File: src/rtl/branch_predictor_pkg.sv
// branch_predictor_pkg: shared counter type, default widths and the 2-bit saturating update
package branch_predictor_pkg;
    localparam int XLEN_DEF       = 32;
    localparam int INDEX_BITS_DEF = 6;
    typedef enum logic [1:0] {
        STRONG_NT = 2'd0,
        WEAK_NT   = 2'd1,
        WEAK_T    = 2'd2,
        STRONG_T  = 2'd3
    } counter_t;
    function automatic counter_t sat_update(input counter_t c, input logic taken);
        return taken ? (c == STRONG_T  ? STRONG_T  : counter_t'(c + 2'd1))
                     : (c == STRONG_NT ? STRONG_NT : counter_t'(c - 2'd1));
    endfunction
endpackage

File: src/rtl/branch_target_buffer.sv
// branch_target_buffer: direct-mapped tagged target store, combinational read, synchronous write
//   clk, reset          : clock, synchronous active-high reset (clears valid bits only)
//   rd_idx, rd_tag      : lookup index/tag; hit when entry valid and tag matches
//   rd_target           : stored target of the indexed entry
//   wr_en, wr_idx, wr_tag, wr_target : write port, overwrites the indexed entry
module branch_target_buffer
    import branch_predictor_pkg::*;
#(
    parameter int XLEN       = XLEN_DEF,
    parameter int INDEX_BITS = INDEX_BITS_DEF,
    parameter int TAG_BITS   = XLEN - INDEX_BITS - 2
) (
    input  logic                  clk,
    input  logic                  reset,
    input  logic [INDEX_BITS-1:0] rd_idx,
    input  logic [TAG_BITS-1:0]   rd_tag,
    output logic                  hit,
    output logic [XLEN-1:0]       rd_target,
    input  logic                  wr_en,
    input  logic [INDEX_BITS-1:0] wr_idx,
    input  logic [TAG_BITS-1:0]   wr_tag,
    input  logic [XLEN-1:0]       wr_target
);
    localparam int ENTRIES = 1 << INDEX_BITS;
    logic [ENTRIES-1:0] valid;
    logic [TAG_BITS-1:0] tag_mem [ENTRIES];
    logic [XLEN-1:0] target_mem [ENTRIES];

    assign hit       = valid[rd_idx] && tag_mem[rd_idx] == rd_tag;
    assign rd_target = target_mem[rd_idx];

    always_ff @(posedge clk) begin
        if (reset) valid <= '0;
        else if (wr_en) valid[wr_idx] <= 1'b1;
    end

    // tags/targets need no reset: they are ignored while the valid bit is clear
    always_ff @(posedge clk) begin
        if (!reset && wr_en) begin
            tag_mem[wr_idx]    <= wr_tag;
            target_mem[wr_idx] <= wr_target;
        end
    end
endmodule

File: src/rtl/branch_predictor.sv
// branch_predictor: BHT of 2-bit counters plus BTB, combinational fetch lookup, trained by the evaluator
//   clk, reset                      : clock, synchronous active-high reset
//   fetch_pc                        : PC being fetched
//   predict_taken/target/hit        : zero-latency prediction for fetch_pc
//   update_valid/pc/taken/target    : resolved branch report, applied on the next rising edge
//   update_mispredict               : counted into mispredict_count when update_valid
//   mispredict_count                : saturating misprediction count
module branch_predictor
    import branch_predictor_pkg::*;
#(
    parameter int XLEN       = XLEN_DEF,
    parameter int INDEX_BITS = INDEX_BITS_DEF,
    parameter int TAG_BITS   = XLEN - INDEX_BITS - 2
) (
    input  logic            clk,
    input  logic            reset,
    input  logic [XLEN-1:0] fetch_pc,
    output logic            predict_taken,
    output logic [XLEN-1:0] predict_target,
    output logic            predict_hit,
    input  logic            update_valid,
    input  logic [XLEN-1:0] update_pc,
    input  logic            update_taken,
    input  logic [XLEN-1:0] update_target,
    input  logic            update_mispredict,
    output logic [31:0]     mispredict_count
);
    localparam int ENTRIES = 1 << INDEX_BITS;
    counter_t bht [ENTRIES];
    logic [INDEX_BITS-1:0] f_idx, u_idx;
    logic [XLEN-1:0] btb_target;

    assign f_idx = fetch_pc[INDEX_BITS+1:2];
    assign u_idx = update_pc[INDEX_BITS+1:2];

    branch_target_buffer #(.XLEN(XLEN), .INDEX_BITS(INDEX_BITS), .TAG_BITS(TAG_BITS)) u_btb (
        .clk       (clk),
        .reset     (reset),
        .rd_idx    (f_idx),
        .rd_tag    (fetch_pc[XLEN-1:INDEX_BITS+2]),
        .hit       (predict_hit),
        .rd_target (btb_target),
        .wr_en     (update_valid && update_taken),
        .wr_idx    (u_idx),
        .wr_tag    (update_pc[XLEN-1:INDEX_BITS+2]),
        .wr_target (update_target)
    );

    assign predict_taken  = predict_hit && bht[f_idx][1];
    assign predict_target = predict_taken ? btb_target : fetch_pc + XLEN'(4);

    always_ff @(posedge clk) begin
        if (reset) begin
            for (int i = 0; i < ENTRIES; i++) bht[i] <= WEAK_NT;
            mispredict_count <= '0;
        end else if (update_valid) begin
            bht[u_idx] <= sat_update(bht[u_idx], update_taken);
            if (update_mispredict && mispredict_count != '1) mispredict_count <= mispredict_count + 32'd1;
        end
    end
endmodule
File: config.mk
export PLATFORM = sky130hd
export DESIGN_NAME = branch_predictor
export DESIGN_NICKNAME = d
export VERILOG_FILES = /design/src/rtl/branch_predictor_pkg.sv /design/src/rtl/branch_target_buffer.sv /design/src/rtl/branch_predictor.sv
export SDC_FILE = /design/constraint.sdc
export NUM_CORES = 2
export LEC_CHECK = 0
export CAP_MARGIN = 30
export CORE_UTILIZATION = 29
export DETAILED_ROUTE_END_ITERATION = 12
export GPL_ROUTABILITY_DRIVEN = 0
export GPL_TIMING_DRIVEN = 1
export PLACE_DENSITY = 0.54
export REMOVE_ABC_BUFFERS = 1
export SYNTH_ARGS = -nofsm -noshare
export SYNTH_HDL_FRONTEND = slang
export SYNTH_SLANG_ARGS = --single-unit
File: constraint.sdc
create_clock -name clk -period 12.8 [get_ports clk]
set_input_delay 3.84 -clock clk [delete_from_list [all_inputs] [get_ports clk]]
set_output_delay 3.84 -clock clk [all_outputs]
set_load 0.01 [all_outputs]
### Yosys cells after proc, flatten, opt, wreduce, memory -nomap -nowiden

Memory sizes are Yosys's and may differ from the RTL's.
Cells that the tools add are included.

| cells by class | value |
|---|---|
| reduce and logical (&&, ||, !) cells | 10 |
| add/subtract/negate cells | 4 |
| muxes and demuxes | 18 |
| order comparisons | 3 |
| eq/ne operators | 3 |
| bitwise operators | 1 |

Operators with widths:

| operator | count |
|---|---|
| $or A64 B64 Y64 | 1 |
| $add A32 B1 Y32 const B | 1 |
| $add A32 B3 Y32 const B | 1 |
| $mux W32 | 1 |
| $ne A32 B32 Y1 const B | 1 |
| $eq A24 B24 Y1 | 1 |
| $lt A6 B7 Y1 const B | 2 |
| $mux W1 | 10 |
| $mux W2 | 4 |
| $bmux W1 S6 | 1 |
| $demux W1 S6 | 1 |
| $ge A6 B1 Y1 const B | 1 |
| $logic_and A1 B1 Y1 | 6 |
| $mux W6 | 1 |
| $add A2 B1 Y2 const B | 1 |
| $eq A2 B2 Y1 const B | 1 |
| $logic_not A2 Y1 | 1 |
| $reduce_and A2 Y1 | 1 |
| $reduce_or A2 Y1 | 1 |
| $sub A2 B1 Y2 const B | 1 |
| $logic_not A1 Y1 | 1 |

| word-level totals | value |
|---|---|
| word-level logic and storage cells | 44 |
| bits in writable memories | 3712 |
| memories kept | 3 |
| register bits | 96 |
| bits of input ports | 101 |
| output and inout port bits | 66 |

Memories:

| memory | depth | width | rd ports | clocked after Yosys merged registers in | write ports | RTL line | RTL |
|---|---|---|---|---|---|---|---|
| u_btb.target_mem | 64 | 32 | 1 | 0 | 1 | branch_target_buffer.sv:27 | `logic [XLEN-1:0] target_mem [ENTRIES];` |
| u_btb.tag_mem | 64 | 24 | 1 | 0 | 1 | branch_target_buffer.sv:26 | `logic [TAG_BITS-1:0] tag_mem [ENTRIES];` |
| bht | 64 | 2 | 2 | 0 | 64 | branch_predictor.sv:29 | `counter_t bht [ENTRIES];` |

### Longest topological paths before layout

| logic depth | value |
|---|---|
| depth in word-level cells | 5 |
| gate-level depth with buffers | 18 |
| depth with buffers taken out | 10 |

### By module

A second synthesis with hierarchy kept.

| unflattened totals | value |
|---|---|
| cell total of the unflattened synthesis | 6714 |
| area total of the unflattened synthesis | 148722.6 µm² |

Modules (own cells, without submodules):

| module | cells each | area each (µm²) | times used | seq. area each (µm²) |
|---|---|---|---|---|
| branch_target_buffer | 5790 | 139317.4 | 1 | 108904.4 |
| branch_predictor | 924 | 9405.3 | 1 | 4484.3 |

### Worst setup path after synthesis

No wires, ideal clock.

| timing | value |
|---|---|
| path type | input to output |
| from | in fetch_pc[2] |
| to | out predict_target[13] |
| data arrival time | 7748 ps |
| slack | 1212 ps |
| buffers on the path | 10 |
| stages | 14 |
| data required time | 8960 ps |
| path through | buf_6 -> buf_6 -> buf_4 -> buf_6 -> buf_4 -> buf_4 -> buf_4 -> buf_2 -> buf_4 -> buf_1 -> mux4_2 -> mux4_2 -> mux4_2 -> mux2_4 |

| between the ends | value |
|---|---|
| cells in the longest elaborated chain, start to end | 5 |
| elaborated cells on any way between the ends | 10 |
| classes of those cells | add/sub (1); eq/ne (1); mux (3); reduce/logical (2); memory (3) |

RTL lines:

| element | RTL line | RTL |
|---|---|---|
| start: declaration | branch_predictor.sv:17 | `input logic [XLEN-1:0] fetch_pc,` |
| $mem_v2 Z64 W24 or $bmux W1 S6 (tied branches) | n/a |  |
| $eq A24 B24 Y1 or $mux W1 (tied branches) | branch_target_buffer.sv:29 | `assign hit = valid[rd_idx] && tag_mem[rd_idx] == rd_tag;` |
| $logic_and A1 B1 Y1 | branch_target_buffer.sv:29 |  |
| $logic_and A1 B1 Y1 | branch_predictor.sv:49 | `assign predict_taken = predict_hit && bht[f_idx][1];` |
| $mux W32 * | branch_predictor.sv:50 | `assign predict_target = predict_taken ? btb_target : fetch_pc + XLEN'(4);` |
| end: declaration | branch_predictor.sv:19 | `output logic [XLEN-1:0] predict_target,` |

Every way passes the cells marked *; elsewhere a longest branch is shown, timed or not. The select of a mux whose other input is x is not followed.

### Worst setup path after layout

| timing | value |
|---|---|
| from | in fetch_pc[2] |
| to | out predict_target[20] |

The elaborated chain is that of the path after synthesis.

==> results.ini <==
[pwr]
p_leak_nw = 53.8
internal_power_mw = 20.4
seqPwrFrac = 0.526
pwr-share-comb = 0.052
power_density_mw_per_mm2 = 151
p_clk_frac = 0.422
switching_share = 0.219
p_switching_mw = 5.72
peakVddDrop_uv = 118

[floorplan]
io_pins = 167
coreArea_mm2 = 0.509
dieHeight_um = 717
num_rows = 262
die_w_um = 717
dieArea_mm2 = 0.514
start_util = 0.291

[worst_hold_path]
min_from = u_btb.valid[10]$_SDFFE_PP0P_
hold_path.class = flip-flop to flip-flop
holdPathStages = 1
whs_endpoint = u_btb.valid[10]$_SDFFE_PP0P_

[worst_setup_path]
reg2regPathDepth = 9
cp-end-kind = primary output
r2r_slack_ns = 9.53
slowest_delay_ns = 0.59
crit_chain = buf_16 > buf_16 > buf_12 > buf_4 > mux4_2 > a22o_1 > a2111oi_1 > buf_4 > o32a_1 > xnor2_1 > a211oi_1 > nand4_1 > or4b_4 > buf_12 > mux2_4 > clkdlybuf4s50_1
r2r_end = bht[39][0]$_SDFFCE_PN1P_
path_buf_inv = 7
cp_max_fo = 30
worstPathRequired_ns = 8.96
slowest_stage = or4b_4
critPathArrivalTime_ns = 8.89
cp_top_family = buffers and inverters
r2r-start = bht[24][1]$_SDFFCE_PN0P_
critPathLaunchType = input port
path_class = input port to primary output

[route]
totalWireLength_mm = 466
route.detailed.wl_per_inst_um = 32.7
drtPass1Iterations = 6
drt_iter0_drc = 11400
vias = 75800
antenna_left = 0
drc = 0
vias_per_cell = 5.31

[timing]
maxSlewHeadroom = 0.275
period_share = 0.995
clock_skew_ns = 0.0352
fin_setup_tns_ns = 0
rsz0062_at_grt = false
hold_ws_ns = 0.449
setup_viol = 0
fmax_ghz = 0.0785
hold_viol = 0
finalCriticalPeriod_ns = 12.73
slew_violations = 0
worst_slew_pin_slew_ns = 1.08

[synth]
synthArstFlopShare = 0
avgSynthCellArea_um2 = 22.3
yosysWarnings = 0
ys_seq_elements = 3808
synth_cells = 6630
syn_area_mm2 = 0.148
synth_edf_count = 3712
synthFlopType = edfxtp_1
synth_cell_types = 86
yosysSeqAreaShare = 0.765

[clock_network]
htree_levels = 5
insertion_delay_ns = 0.94
clock-root-buffer = clkbuf_16
cts.path.max_buffers = 4
postCtsSetupBuffers = 0
clkTransAtPathRegs_ns = 0.06
cts_tree = done
cts_made_buffers = 387
clock-sinks = 3808

[grt]
track_usage = 0.177
antenna_found_initial = 61
grt_pass1_vias = 75700
grt_max_degree = 98
grt_overflow = 0
grt_pass1_wl_mm = 634

[layout]
multiInputGateArea_mm2 = 0.0333
fill_cells = 47000
drive_above_1_share = 0.299
fin_nets = 7315
mostFrequentLayoutCell = edfxtp_1
seqCellArea_mm2 = 0.113
mostFrequentLayoutCells = 3712 x edfxtp_1, 1061 x mux4_2, 390 x clkbuf_16
area_delta_synth_final_pct = 17.0

[job]
cap_viol_max_count = 0

[outcome]
status = completed

[place]
port-buffer-count = 164
hpwlAfterDp_mm = 255

==> layout make-up <==
cell class,instances,area share
clock buffer,478,0.0585
multi-input combinational,2409,0.192
antenna,15,0.000217
timing repair buffer,592,0.0344
tap,6732,0.0486
sequential,3808,0.654
clock inverter,223,0.0117
inverter,14,0.000433
==> flip-flops by register name (all words and copies together), names as in the netlist <==
name and cells:
u_btb.target_mem 2048, u_btb.tag_mem 1536, bht 128, u_btb.valid 64, mispredict_count 32
==> worst max path at each step <==
stage,from,end,cells after the start
detailed placement,fetch_pc[2],predict_target[20],16
global placement,fetch_pc[2],predict_target[13],16
finish,fetch_pc[2],predict_target[20],16
CTS,fetch_pc[2],predict_target[20],16
floorplan,fetch_pc[5],predict_target[0],9
global route,fetch_pc[2],predict_target[20],16
==> timing repair <==
item,CTS,global route
endpoints found under the setup margin,9,1
cloned,0,0
hold buffers,0,0
resized for setup,1,2
==> kinds of logic after synthesis <==
kind of cell / synth area share
AO/OA/AOI/OAI: 0.0213
XOR/XNOR: 0.00396
adder cells (fa/ha/maj): 0.000304
buffers and inverters: 0.0137
flip-flops: 0.765
multiplexers: 0.172
AND/OR/NAND/NOR: 0.0230
==> power groups by stage <==
stage	clock network [mW]	registers, mW	logic (mW)
after global routing	11.6	13.7	1.43
after CTS	11.2	13.7	1.35
after detailed placement	0	14.0	1.34
final	11.0	13.7	1.37
after global placement	0	14.0	1.32
after floorplan	0	14.0	0.574
==> synthesized netlist by cell type, drive strengths merged (22+ instances only) <==
master,instances,share of area
a21oi,43,0.0015
and2,22,0.00093
buf,201,0.0079
nand4,36,0.0015
nand2,184,0.0047
mux2i,81,0.0055
a22oi,113,0.0058
nor2b,25,0.0011
mux4,1068,0.16
nor3,71,0.0024
clkbuf,193,0.0050
mux2,49,0.0045
o22ai,30,0.0013
xor2,29,0.0017
edfxtp,3712,0.75
nor2,161,0.0041
dfxtp,96,0.013
a21o,69,0.0035
nand3,92,0.0031
xnor2,38,0.0022
o21ai,48,0.0016
==> through the flow <==
step	worst slack [ns]	instance area, um2	instances	power [mW]	util
final	0.0669	173000	14300	26.1	0.340
after detailed placement	-0.00598	160000	13500	15.3	0.315
after global placement	-0.0897	160000	13500	15.3	0.314
after floorplan	-1.16	146000	6231	14.6	-
after CTS	0.0675	173000	14200	26.2	0.339
after global routing	0.00168	173000	14300	26.8	0.340
==> metal layers <==
metal,routed length (um),track usage
met1,194000,0.251
met3,40900,0.0322
met5,152,0
met4,11500,0.0417
met2,219000,0.283
Note: power is estimated with default switching activity, not from simulation.
